## src/rtl/gate_fire_scheduler.sv

```systemverilog
// gate_fire_scheduler: round-robin firing scheduler for self-timed gates.
// A gate is excited when its current output differs from its pre-capture value.
// Each firing runs IDLE -> PICK -> FIRE -> SETTLE. PICK grants one excited gate,
// starting at a rotating pointer. FIRE drives a one-cycle capture enable.
// SETTLE reports which gate fired.
// Optional feature: define GATE_FIRE_CNT_EN to add the 16-bit o_fire_cnt
// counter of completed firings.
module gate_fire_scheduler #(
  parameter int N  = 8,
  parameter int IW = 3
) (
  input  logic          i_ck,
  input  logic          i_rs,
  input  logic          i_step,
  input  logic          i_run,
  input  logic [N-1:0]  i_q,
  input  logic [N-1:0]  i_precap,
  output logic [N-1:0]  o_ena,
  output logic          o_busy,
  output logic          o_fired,
  output logic [IW-1:0] o_fired_idx,
  output logic          o_stable
`ifdef GATE_FIRE_CNT_EN
  ,
  output logic [15:0]   o_fire_cnt
`endif
);

  typedef enum logic [1:0] {
    S_IDLE   = 2'd0,
    S_PICK   = 2'd1,
    S_FIRE   = 2'd2,
    S_SETTLE = 2'd3
  } state_t;

  state_t        r_state;
  state_t        w_state_next;

  logic [IW-1:0] r_ptr;
  logic [IW-1:0] r_sel;
  logic [N-1:0]  r_ena;
  logic          r_fired;
  logic [IW-1:0] r_fired_idx;
  logic          r_stable;

  logic [IW-1:0] w_ptr_next;
  logic [IW-1:0] w_sel_next;
  logic [N-1:0]  w_ena_next;
  logic          w_fired_next;
  logic [IW-1:0] w_fired_idx_next;
  logic          w_stable_next;

  // The excitation vector is rotated so the pointer position lands at bit 0.
  // The lowest set bit is then the first excited gate in round-robin order.
  logic [N-1:0]   w_exc;
  logic [2*N-1:0] w_rot_full;
  logic [N-1:0]   w_rot;
  logic           w_found;
  logic [IW-1:0]  w_off;
  logic [IW:0]    w_sum;
  logic [IW:0]    w_sum_wrap;
  logic [IW-1:0]  w_sel;
  logic [IW-1:0]  w_sel_inc;
  logic [N-1:0]   w_onehot;

  assign w_exc      = i_q ^ i_precap;
  assign w_rot_full = {w_exc, w_exc} >> r_ptr;
  assign w_rot      = w_rot_full[N-1:0];

  // Find the offset of the lowest excited bit after rotation.
  always_comb begin
    w_found = 1'b0;
    w_off   = '0;
    for (int i = N - 1; i >= 0; i--) begin
      if (w_rot[i]) begin
        w_found = 1'b1;
        w_off   = IW'(i);
      end
    end
  end

  // Undo the rotation modulo N; N need not be a power of two.
  assign w_sum      = {1'b0, r_ptr} + {1'b0, w_off};
  assign w_sum_wrap = w_sum - (IW+1)'(N);
  assign w_sel      = (w_sum >= (IW+1)'(N)) ? w_sum_wrap[IW-1:0] : w_sum[IW-1:0];
  assign w_sel_inc  = (w_sel == IW'(N - 1)) ? '0 : (w_sel + IW'(1));
  assign w_onehot   = {{(N-1){1'b0}}, 1'b1} << w_sel;

  // Compute the next state and the next values of all registered outputs.
  always_comb begin
    w_state_next     = r_state;
    w_ptr_next       = r_ptr;
    w_sel_next       = r_sel;
    w_ena_next       = '0;
    w_fired_next     = 1'b0;
    w_fired_idx_next = r_fired_idx;
    w_stable_next    = r_stable;
    case (r_state)
      S_IDLE: begin
        if (i_step || i_run) begin
          w_state_next = S_PICK;
        end
      end
      S_PICK: begin
        if (w_found) begin
          w_state_next  = S_FIRE;
          w_ena_next    = w_onehot;
          w_sel_next    = w_sel;
          w_ptr_next    = w_sel_inc;
          w_stable_next = 1'b0;
        end else begin
          w_state_next  = S_IDLE;
          w_stable_next = 1'b1;
        end
      end
      S_FIRE: begin
        // The gate captures on this edge; report it during SETTLE.
        w_state_next     = S_SETTLE;
        w_fired_next     = 1'b1;
        w_fired_idx_next = r_sel;
      end
      S_SETTLE: begin
        w_state_next = i_run ? S_PICK : S_IDLE;
      end
      default: begin
        w_state_next = S_IDLE;
      end
    endcase
  end

  // Register the state; reset takes priority over every other input.
  always_ff @(posedge i_ck) begin
    if (i_rs) begin
      r_state <= S_IDLE;
    end else begin
      r_state <= w_state_next;
    end
  end

  // Register the pointer, the selection and the outputs.
  always_ff @(posedge i_ck) begin
    if (i_rs) begin
      r_ptr       <= '0;
      r_sel       <= '0;
      r_ena       <= '0;
      r_fired     <= 1'b0;
      r_fired_idx <= '0;
      r_stable    <= 1'b0;
    end else begin
      r_ptr       <= w_ptr_next;
      r_sel       <= w_sel_next;
      r_ena       <= w_ena_next;
      r_fired     <= w_fired_next;
      r_fired_idx <= w_fired_idx_next;
      r_stable    <= w_stable_next;
    end
  end

`ifdef GATE_FIRE_CNT_EN
  logic [15:0] r_fire_cnt;

  // Count completed firings; the counter advances on the edge that raises FIRED.
  always_ff @(posedge i_ck) begin
    if (i_rs) begin
      r_fire_cnt <= '0;
    end else if (w_fired_next) begin
      r_fire_cnt <= r_fire_cnt + 16'd1;
    end
  end

  assign o_fire_cnt = r_fire_cnt;
`endif

  assign o_ena       = r_ena;
  assign o_busy      = (r_state != S_IDLE);
  assign o_fired     = r_fired;
  assign o_fired_idx = r_fired_idx;
  assign o_stable    = r_stable;

endmodule
```

## config.mk

```make
export PLATFORM = sky130hd
export DESIGN_NAME = gate_fire_scheduler
export DESIGN_NICKNAME = d
export VERILOG_FILES = /design/src/rtl/gate_fire_scheduler.sv
export SDC_FILE = /design/constraint.sdc
export NUM_CORES = 1
export LEC_CHECK = 0
export ABC_CLOCK_PERIOD_IN_PS = 4500
export CORE_MARGIN = 3
export CORE_UTILIZATION = 30
export DETAILED_ROUTE_END_ITERATION = 8
export RECOVER_POWER = 25
export REMOVE_ABC_BUFFERS = 1
export SKIP_CTS_REPAIR_TIMING = 1
export SYNTH_ARGS = -nofsm -noshare
export SYNTH_HDL_FRONTEND = slang
export SYNTH_SLANG_ARGS = --single-unit
```

## constraint.sdc

```tcl
create_clock -name i_ck -period 4.5 [get_ports i_ck]
set_input_delay 0.675 -clock i_ck [delete_from_list [all_inputs] [get_ports i_ck]]
set_output_delay 0.675 -clock i_ck [all_outputs]
set_load 0.02 [all_outputs]
```

==> out/qor.csv, run 1 <==
metric;value;unit
outcome;completed;
grt_use_total;0.110;
worst_path_largest_cell_delay;0.53;ns
tns;0;ns
timing.final.ws_setup;0.463;ns
ant_nets;0;
cts_sinks;21;
crit_chain;clkdlybuf4s50_1 > xnor2_1 > mux2i_1 > mux4_2 > nand2_1 > a21boi_0 > o21bai_1 > a21oi_1 > ha_1 > fa_1 > xor2_1 > xor2_2 > ha_1 > inv_1 > a32o_1;
max-cap-violations;0;
synth_xor_area_frac;0.113;
first_iter_violations;29;
clock_latency;0.25;ns
portBuffers;33;
synth_top_area_cell;dfxtp_1;
fin_area;1880;µm²
final_core_util;0.416;
leakagePower;0.707;nW
htreeDepth;1;
dpl-instance-area;1840;µm²
nets;205;
drive_above_1_share;0.107;
synth.top_cell.area_share;0.287;
final-hold-violation-count;0;
ir_drop;0.161;mV
post-route-period-util;0.897;
wl_met3;122;µm
layout_commonest_cell;clkdlybuf4s50_1;
path_clk_slew;0.07;ns
critPathLaunchType;input pin;
syn_to_final_growth;28.6;%
cp_data_arrival_time;4.18;ns
coreArea;4530;µm²
cts_buffers;3;
final_cell_mix;29 x clkdlybuf4s50_1, 21 x dfxtp_1, 16 x mux2i_1;
avgSynthCellArea;10.2;µm²
drc;0;
ff2ff_path_depth;12;
grt_max_degree;15;
firstDrtPassIters;4;
vias;1140;
crit_required;4.64;ns
routed_wl;2980;µm
rows;24;
finalSetupViolCount;0;
yosys_warnings;0;
start_util;0.323;
grt_pass1_wl;5030;µm
via_per_inst;4.71;
synthCells;143;
critPathSlowestCell;mux4_2;
cts_tree;yes;
synth_top_family_by_area;multiplexers;
synth_mux_area_frac;0.209;
skew;0.00523;ns
cp_max_fo;5;
drv_slew;0;
place.gp.congestion;0.825;
grt_overflow;0;
wl_met1;1300;µm
yosysUniqueCellTypes;38;
critPathCaptureType;flip-flop;
timing.final.crit_period;4.04;ns
cts_root_buf;clkbuf_8;
detailed_place_hpwl;2570;µm
ioPinCount;34;
syn-cell-area;1470;µm²
synth_compound_area_frac;0.134;
fp.dieArea;5760;µm²
antenna_cells;0;
die_h;75.9;µm
seq_area_frac_synth;0.287;
max_freq;248;MHz
power.density;493;nW/µm²
p_total;928;µW
wl_per_cell;12.3;µm
pre_cts_ws;0.219;ns
crit_type;input pin to flip-flop;
fillers;450;
cts_buffer_depth;2;
slew_headroom;0.564;
antenna_found_initial;0;
synth_fa_ha_area_frac;0.0649;
die_w;75.9;µm
ys_ff_latch;21;
highest_layer;met4;
synthSimpleGateAreaFrac;0.138;
dr_wl_met2;1540;µm
min_path_type;flip-flop to flip-flop;
worstMarginPinSlew;0.653;ns
cpMostUsedCell;ha_1;
synthTopCellsByArea;dfxtp_1 29%, mux2i_1 11%, mux4_2 9.2%;
min_path_cells;1;
grt_setup_unrepaired;no;
grt_pass1_vias;1181;
worst max-delay path: cells and delay by family:
family	cells	cell delay [ns]
compound gates	4	0.55
mux	2	0.69
xor+xnor	3	0.92
buf+inv	2	0.50
simple gates	1	0.08
fa+ha+maj	3	0.79
area by class of cell:
cell class	count	area, µm²	area share
clock buffers	4	45.0	0.0239
inverters	7	26.3	0.0139
flip-flops and latches	21	420	0.223
repair buffers	35	345	0.183
well taps	65	81.3	0.0432
multi-input cells	110	966	0.513
through the flow:
stage               hold slack (ns)  std cells
floorplan                     0.440        138
global placement              0.455        238
detailed placement            0.457        238
CTS                           0.475        242
global route                  0.492        242
finish                        0.470        242
state kept, by name, summed over array words and instances (netlist names), named ones only:
signal	count
o_ena	8
o_stable	1
o_fired	1
r_sel	3
o_fired_idx	3
r_state	1
r_ptr	3
final timing paths:
kind | startpoint | endpoint | slack [ns]
hold reg to reg | r_sel[2] | r_sel[2] | 0.47
setup reg to reg | r_ptr[1] | r_ptr[0] | 0.71
hold / removal | r_sel[2] | r_sel[2] | 0.47
setup / recovery | i_precap[6] | r_ptr[0] | 0.46
synthesized netlist by cell type, drive strengths merged:
library cell,number
fa,1
mux2,1
nor2,14
or2,4
a32o,2
xor2,10
dfxtp,21
o22ai,4
a2111oi,1
o21bai,2
a22o,3
and2,1
nand2b,3
a21o,1
nand4,1
a311oi,1
mux2i,16
or2b,1
o21ai,1
nand2,4
mux4,6
inv,7
nor3b,4
a21oi,4
a31oi,1
a21boi,1
ha,6
buf,5
nor3,2
nor2b,5
a21bo,1
o21a,1
xnor2,8
kinds of logic (layout without fill, tap and decap cells):
kind of cell	after synthesis	in the layout
buffers and inverters	12	46
adders and majority gates	7	7
xor gates and xnor gates	18	18
AOI/OAI and AO/OA	23	23
muxes	23	23
and+or+nand+nor	39	39
DFF	21	21
where the power goes:
group / total, mW / internal, mW / switching [mW]
Combinational: 0.547 / 0.258 / 0.289
Clock: 0.117 / 0.0628 / 0.0537
Sequential: 0.264 / 0.214 / 0.0504
Total: 0.928 / 0.535 / 0.393
routing by layer:
layer	vias to the layer above	GRT usage
met5	-	0
met4	0	0.0388
met3	2	0.00923
met2	30	0.208
met1	536	0.126
li1	572	-
Power figures use the tool's default switching activity.
==> run 2, diff against run 1 <==
--- a/config.mk
+++ b/config.mk
@@ -6,9 +6,9 @@
 export NUM_CORES = 1
 export LEC_CHECK = 0
 export ABC_CLOCK_PERIOD_IN_PS = 4500
-export CORE_MARGIN = 3
 export CORE_UTILIZATION = 30
 export DETAILED_ROUTE_END_ITERATION = 8
+export HOLD_SLACK_MARGIN = 0.02
 export RECOVER_POWER = 25
 export REMOVE_ABC_BUFFERS = 1
 export SKIP_CTS_REPAIR_TIMING = 1
==> out/qor.csv, run 2 (synthesis gave the netlist of run 1 again) <==
metric;value;unit;change
cts_buffer_depth;2;;unchanged
place.gp.congestion;0.857;;+3.9%
seq_area;420;µm²;unchanged
internal_power;535;µW;about the same
largest_reg_flops;8;;unchanged
grt_pass1_wl;4750;µm;-5.5%
final-hold-violation-count;0;;unchanged
start_util;0.310;;-0.0129
r2r_start;r_ptr[1];;
grt_setup_unrepaired;no;;
max_freq;252;MHz;+1.6%
portBuffers;33;;unchanged
outcome;completed;;
via_per_inst;4.64;;-1.5%
p_switching;395;µW;+0.40%
pwr-share-seq;0.288;;+0.003
tns;0;ns;unchanged
antenna_cells;0;;unchanged
coreArea;4720;µm²;+4.2%
cts_buffers;3;;unchanged
rrSetupSlack;0.76;ns;+0.05 ns
nets;205;;unchanged
ff2ff_path_depth;11;;-1
critPathLaunchType;input pin;;
crit_chain;clkdlybuf4s50_1 > xnor2_1 > mux4_2 > mux2_2 > a21boi_0 > o21bai_1 > a21oi_1 > ha_1 > fa_1 > xor2_1 > xor2_2 > ha_1 > a22o_1;;
cpMostUsedCell;ha_1;;
detailed_place_hpwl;2360;µm;-8.3%
critPathCaptureType;flip-flop;;
crit_family;adder cells;;
slew_headroom;0.566;;+0.00181
ir_drop;0.147;mV;-8.7%
cp_max_fo;5;;unchanged
htreeDepth;1;;unchanged
worst_path_largest_cell_delay;0.52;ns;about the same
cts_sinks;21;;unchanged
die_w;71.9;µm;-5.3%
final_cell_mix;29 x clkdlybuf4s50_1, 21 x dfxtp_1, 16 x mux2i_1;;
routed_wl;2820;µm;-5.5%
leakagePower;0.710;nW;+0.41%
min_path_type;flip-flop to flip-flop;;
combPwrFrac;0.586;;-0.004
whs_endpoint;o_stable;;
ant_nets;0;;unchanged
p_total;929;µW;+0.14%
min_path_cells;1;;unchanged
multi_input_area;966;µm²;unchanged
first_iter_violations;37;;+28%
fillers;484;;+7.6%
post-route-period-util;0.883;;-0.0142
drv_slew;0;;unchanged
grt_overflow;0;;unchanged
rows;25;;+4.2%
syn_to_final_growth;28.9;%;
wl_per_cell;11.5;µm;-6.2%
finalSetupViolCount;0;;unchanged
cp_data_arrival_time;4.13;ns;-0.05 ns
crit_required;4.66;ns;+0.02 ns
p_clk_frac;0.127;;about the same
grt_max_degree;15;;unchanged
vias;1132;;-0.70%
drc;0;;unchanged
critPathSlowestCell;clkdlybuf4s50_1;;
grt_use_total;0.117;;+0.00767
path_clk_slew;0.08;ns;about the same
crit_type;input pin to flip-flop;;
crit_buf_inv;1;;-1
cts_tree;yes;;
r2r-end;r_ptr[2];;
layout_commonest_cell;clkdlybuf4s50_1;;
fp.dieArea;5170;µm²;-10%
power.density;492;nW/µm²;about the same
timing.final.crit_period;3.97;ns;-0.0638 ns
sw_frac_of_total;0.425;;+0.00110
dp_cells;240;;+0.84%
ioPinCount;34;;unchanged
hold_start;o_stable;;
max-cap-violations;0;;unchanged
skew;0.0102;ns;+0.00502 ns
antenna_found_initial;0;;unchanged
cts_root_buf;clkbuf_8;;
drive_above_1_share;0.113;;+0.00565
worstMarginPinSlew;0.650;ns;-0.00271 ns
grt_pass1_vias;1076;;-8.9%
instances_no_fill;244;;+0.83%
die_h;71.9;µm;-5.3%
firstDrtPassIters;4;;unchanged
clock_latency;0.26;ns;about the same
## run 2: cell types whose count changed in the layout (fill, tap and decap cells not counted), sizes merged
cell and delta:
clkinv +1, clkbuf -1
## run 2: area by class of cell
cell class	instances	share of cell area
inverters	7	0.0139
flip-flops and latches	21	0.223
multi-input cells	110	0.512
clock buffers	3	0.0219
clock inverters	1	0.00265
well taps	67	0.0444
repair buffers	35	0.183
## run 2: power by group through the flow
stage / combinational [mW] / sequential [mW] / clock [mW]
global placement: 0.549 / 0.272 / 0
CTS: 0.556 / 0.269 / 0.121
detailed placement: 0.553 / 0.273 / 0
global route: 0.612 / 0.275 / 0.127
finish: 0.544 / 0.267 / 0.118
floorplan: 0.403 / 0.276 / 0
## run 2: through the flow
stage	hold WS [ns]	util	instance area, µm²	setup slack (ns)
2_1_floorplan	0.440	-	1410	0.908
3_3_place_gp	0.457	0.390	1840	0.276
3_5_place_dp	0.456	0.390	1840	0.255
4_1_cts	0.481	0.400	1890	0.521
5_1_grt	0.502	0.400	1890	0.295
6_report	0.476	0.400	1890	0.527
## run 2: layer usage
metal  track usage  share of wire  vias up
met5             0              0        -
met4        0.0392          0.011        0
met3        0.0155          0.033        4
met2         0.222           0.51       34
met1         0.134           0.44      521
li1              -              -      573
## run 2: how the worst max path moves through the flow
stage                           start       end  slack, ns  depth (start not counted)
after global placement         i_q[7]  r_ptr[2]       0.28                         14
after global routing      i_precap[6]  r_ptr[2]       0.29                         14
after floorplan              r_ptr[0]  r_ptr[2]       0.91                         11
after detailed placement  i_precap[0]  r_ptr[2]       0.26                         13
after CTS                 i_precap[0]  r_ptr[2]       0.52                         13
final                     i_precap[0]  r_ptr[2]       0.53                         13
==> run 3, diff against run 2 <==
--- a/config.mk
+++ b/config.mk
@@ -5,7 +5,7 @@
 export SDC_FILE = /design/constraint.sdc
 export NUM_CORES = 1
 export LEC_CHECK = 0
-export ABC_CLOCK_PERIOD_IN_PS = 4500
+export ABC_CLOCK_PERIOD_IN_PS = 4700
 export CORE_UTILIZATION = 30
 export DETAILED_ROUTE_END_ITERATION = 8
 export HOLD_SLACK_MARGIN = 0.02
==> constraint.sdc (replaced) <==
create_clock -name i_ck -period 4.7 [get_ports i_ck]
set_input_delay 0.705 -clock i_ck [delete_from_list [all_inputs] [get_ports i_ck]]
set_output_delay 0.705 -clock i_ck [all_outputs]
set_load 0.02 [all_outputs]
==> out/qor.csv, run 3 (synthesis gave the netlist of run 1 again) <==
metric;value;unit;change
rows;25;;unchanged
leakagePower;0.705;nW;-0.76%
path_clk_slew;0.07;ns;about the same
start_util;0.310;;unchanged
max_freq;249;MHz;
cts_sinks;21;;unchanged
grt_pass1_wl;4530;µm;-4.8%
skew;0.00673;ns;-0.00351 ns
wl_per_cell;11.0;µm;-4.3%
post-route-period-util;0.855;;
critPathCaptureType;flip-flop;;
grt_use_total;0.112;;-0.00511
die_w;71.9;µm;unchanged
ioPinCount;34;;unchanged
grt_max_degree;19;;+4
first_iter_violations;37;;unchanged
fin_area;1880;µm²;-0.40%
clock_latency;0.25;ns;about the same
cts_buffers;3;;unchanged
drive_above_1_share;0.108;;-0.00504
firstDrtPassIters;4;;unchanged
fp.dieArea;5170;µm²;unchanged
finalSetupViolCount;0;;unchanged
max-cap-violations;0;;unchanged
cts_root_buf;clkbuf_8;;
drc;0;;unchanged
ant_nets;0;;unchanged
detailed_place_hpwl;2250;µm;-4.7%
crit_buf_inv;1;;unchanged
crit_chain;clkdlybuf4s50_1 > xnor2_1 > mux4_2 > mux2_2 > a21boi_0 > o21bai_1 > a21oi_1 > ha_1 > fa_1 > xor2_1 > xor2_2 > ha_1 > a22o_1;;
crit_type;input pin to flip-flop;;
vias;1100;;-2.8%
largest_reg_flops;8;;unchanged
crit_family;adder cells;;
slew_headroom;0.446;;-0.120
grt_pass1_vias;1032;;-4.1%
dpl-instance-area;1830;µm²;-0.41%
coreArea;4720;µm²;unchanged
layout_commonest_cell;clkdlybuf4s50_1;;
via_per_inst;4.53;;-2.4%
syn_to_final_growth;28.4;%;
worst_path_largest_cell_delay;0.50;ns;-0.02 ns
cts_tree;yes;;
cpMostUsedCell;ha_1;;
crit_required;4.85;ns;+0.19 ns
tns;0;ns;unchanged
ir_drop;0.150;mV;+2.4%
portBuffers;33;;unchanged
timing.final.crit_period;4.02;ns;
final-hold-violation-count;0;;unchanged
final_cell_mix;29 x clkdlybuf4s50_1, 21 x dfxtp_1, 16 x mux2i_1;;
critPathSlowestCell;clkdlybuf4s50_1;;
outcome;completed;;
antenna_found_initial;0;;unchanged
grt_overflow;0;;unchanged
cts_buffer_depth;2;;unchanged
critPathLaunchType;input pin;;
power.density;471;nW/µm²;-4.4%
cp_data_arrival_time;4.17;ns;+0.04 ns
p_total;885;µW;-4.8%
nets;204;;-0.49%
grt_setup_unrepaired;no;;
cp_max_fo;5;;unchanged
worstMarginPinSlew;0.830;ns;+0.180 ns
routed_wl;2690;µm;-4.7%
min_path_type;flip-flop to flip-flop;;
drv_slew;0;;unchanged
htreeDepth;1;;unchanged
die_h;71.9;µm;unchanged
place.gp.congestion;0.838;;-2.3%
antenna_cells;0;;unchanged
-- run 3: changes by cell type in the layout (fill, tap and decap cells not counted) --
cell and delta:
buf_4 -1
-- run 3: per-stage QoR --
| step | hold WS [ns] | setup WS [ns] | instances | util |
|---|---|---|---|---|
| final | 0.479 | 0.681 | 243 | 0.398 |
| after global routing | 0.487 | 0.451 | 243 | 0.398 |
| after CTS | 0.479 | 0.677 | 243 | 0.398 |
| after detailed placement | 0.463 | 0.414 | 239 | 0.388 |
| after global placement | 0.457 | 0.436 | 239 | 0.388 |
| after floorplan | 0.440 | 1.11 | 138 | - |
-- run 3: worst paths after layout --
path	endpoint	depth (start not counted)	slack [ns]	from
worst max-delay path	r_ptr[2]	13	0.68	i_precap[1]
worst min-delay path	o_stable	1	0.48	o_stable
worst max register to register	r_ptr[2]	11	0.80	r_ptr[0]
worst min register to register	o_stable	1	0.48	o_stable
-- run 3: cell type report --
| cell class | instances | area [µm²] |
|---|---|---|
| fillers | 480 | 2840 |
| multi-input cells | 110 | 966 |
| flip-flops and latches | 21 | 420 |
| repair buffers | 34 | 338 |
| well taps | 67 | 83.8 |
| clock buffers | 3 | 41.3 |
| inverters | 7 | 26.3 |
| clock inverters | 1 | 5.00 |
-- run 3: power breakdown --
part	switching, mW	leakage (nW)	total, mW	internal [mW]
clock	0.0513	0.0255	0.110	0.0588
combinational	0.268	0.509	0.515	0.246
sequential	0.0559	0.170	0.261	0.205
-- run 3: worst reg2reg max path: stages (launching register included) --
cell and delay [ns]:
dfxtp_1 0.87, mux4_2 0.61, mux2_2 0.32, a21boi_0 0.13, o21bai_1 0.15, a21oi_1 0.09
ha_1 0.21, fa_1 0.38, xor2_1 0.30, xor2_2 0.27, ha_1 0.28, a22o_1 0.21
-- run 3: per-layer routing --
| layer | track usage | wire (µm) |
|---|---|---|
| met1 | 0.132 | 1220 |
| met2 | 0.206 | 1360 |
| met3 | 0.0239 | 93 |
| met4 | 0.0261 | 14 |
| met5 | 0 | 0 |
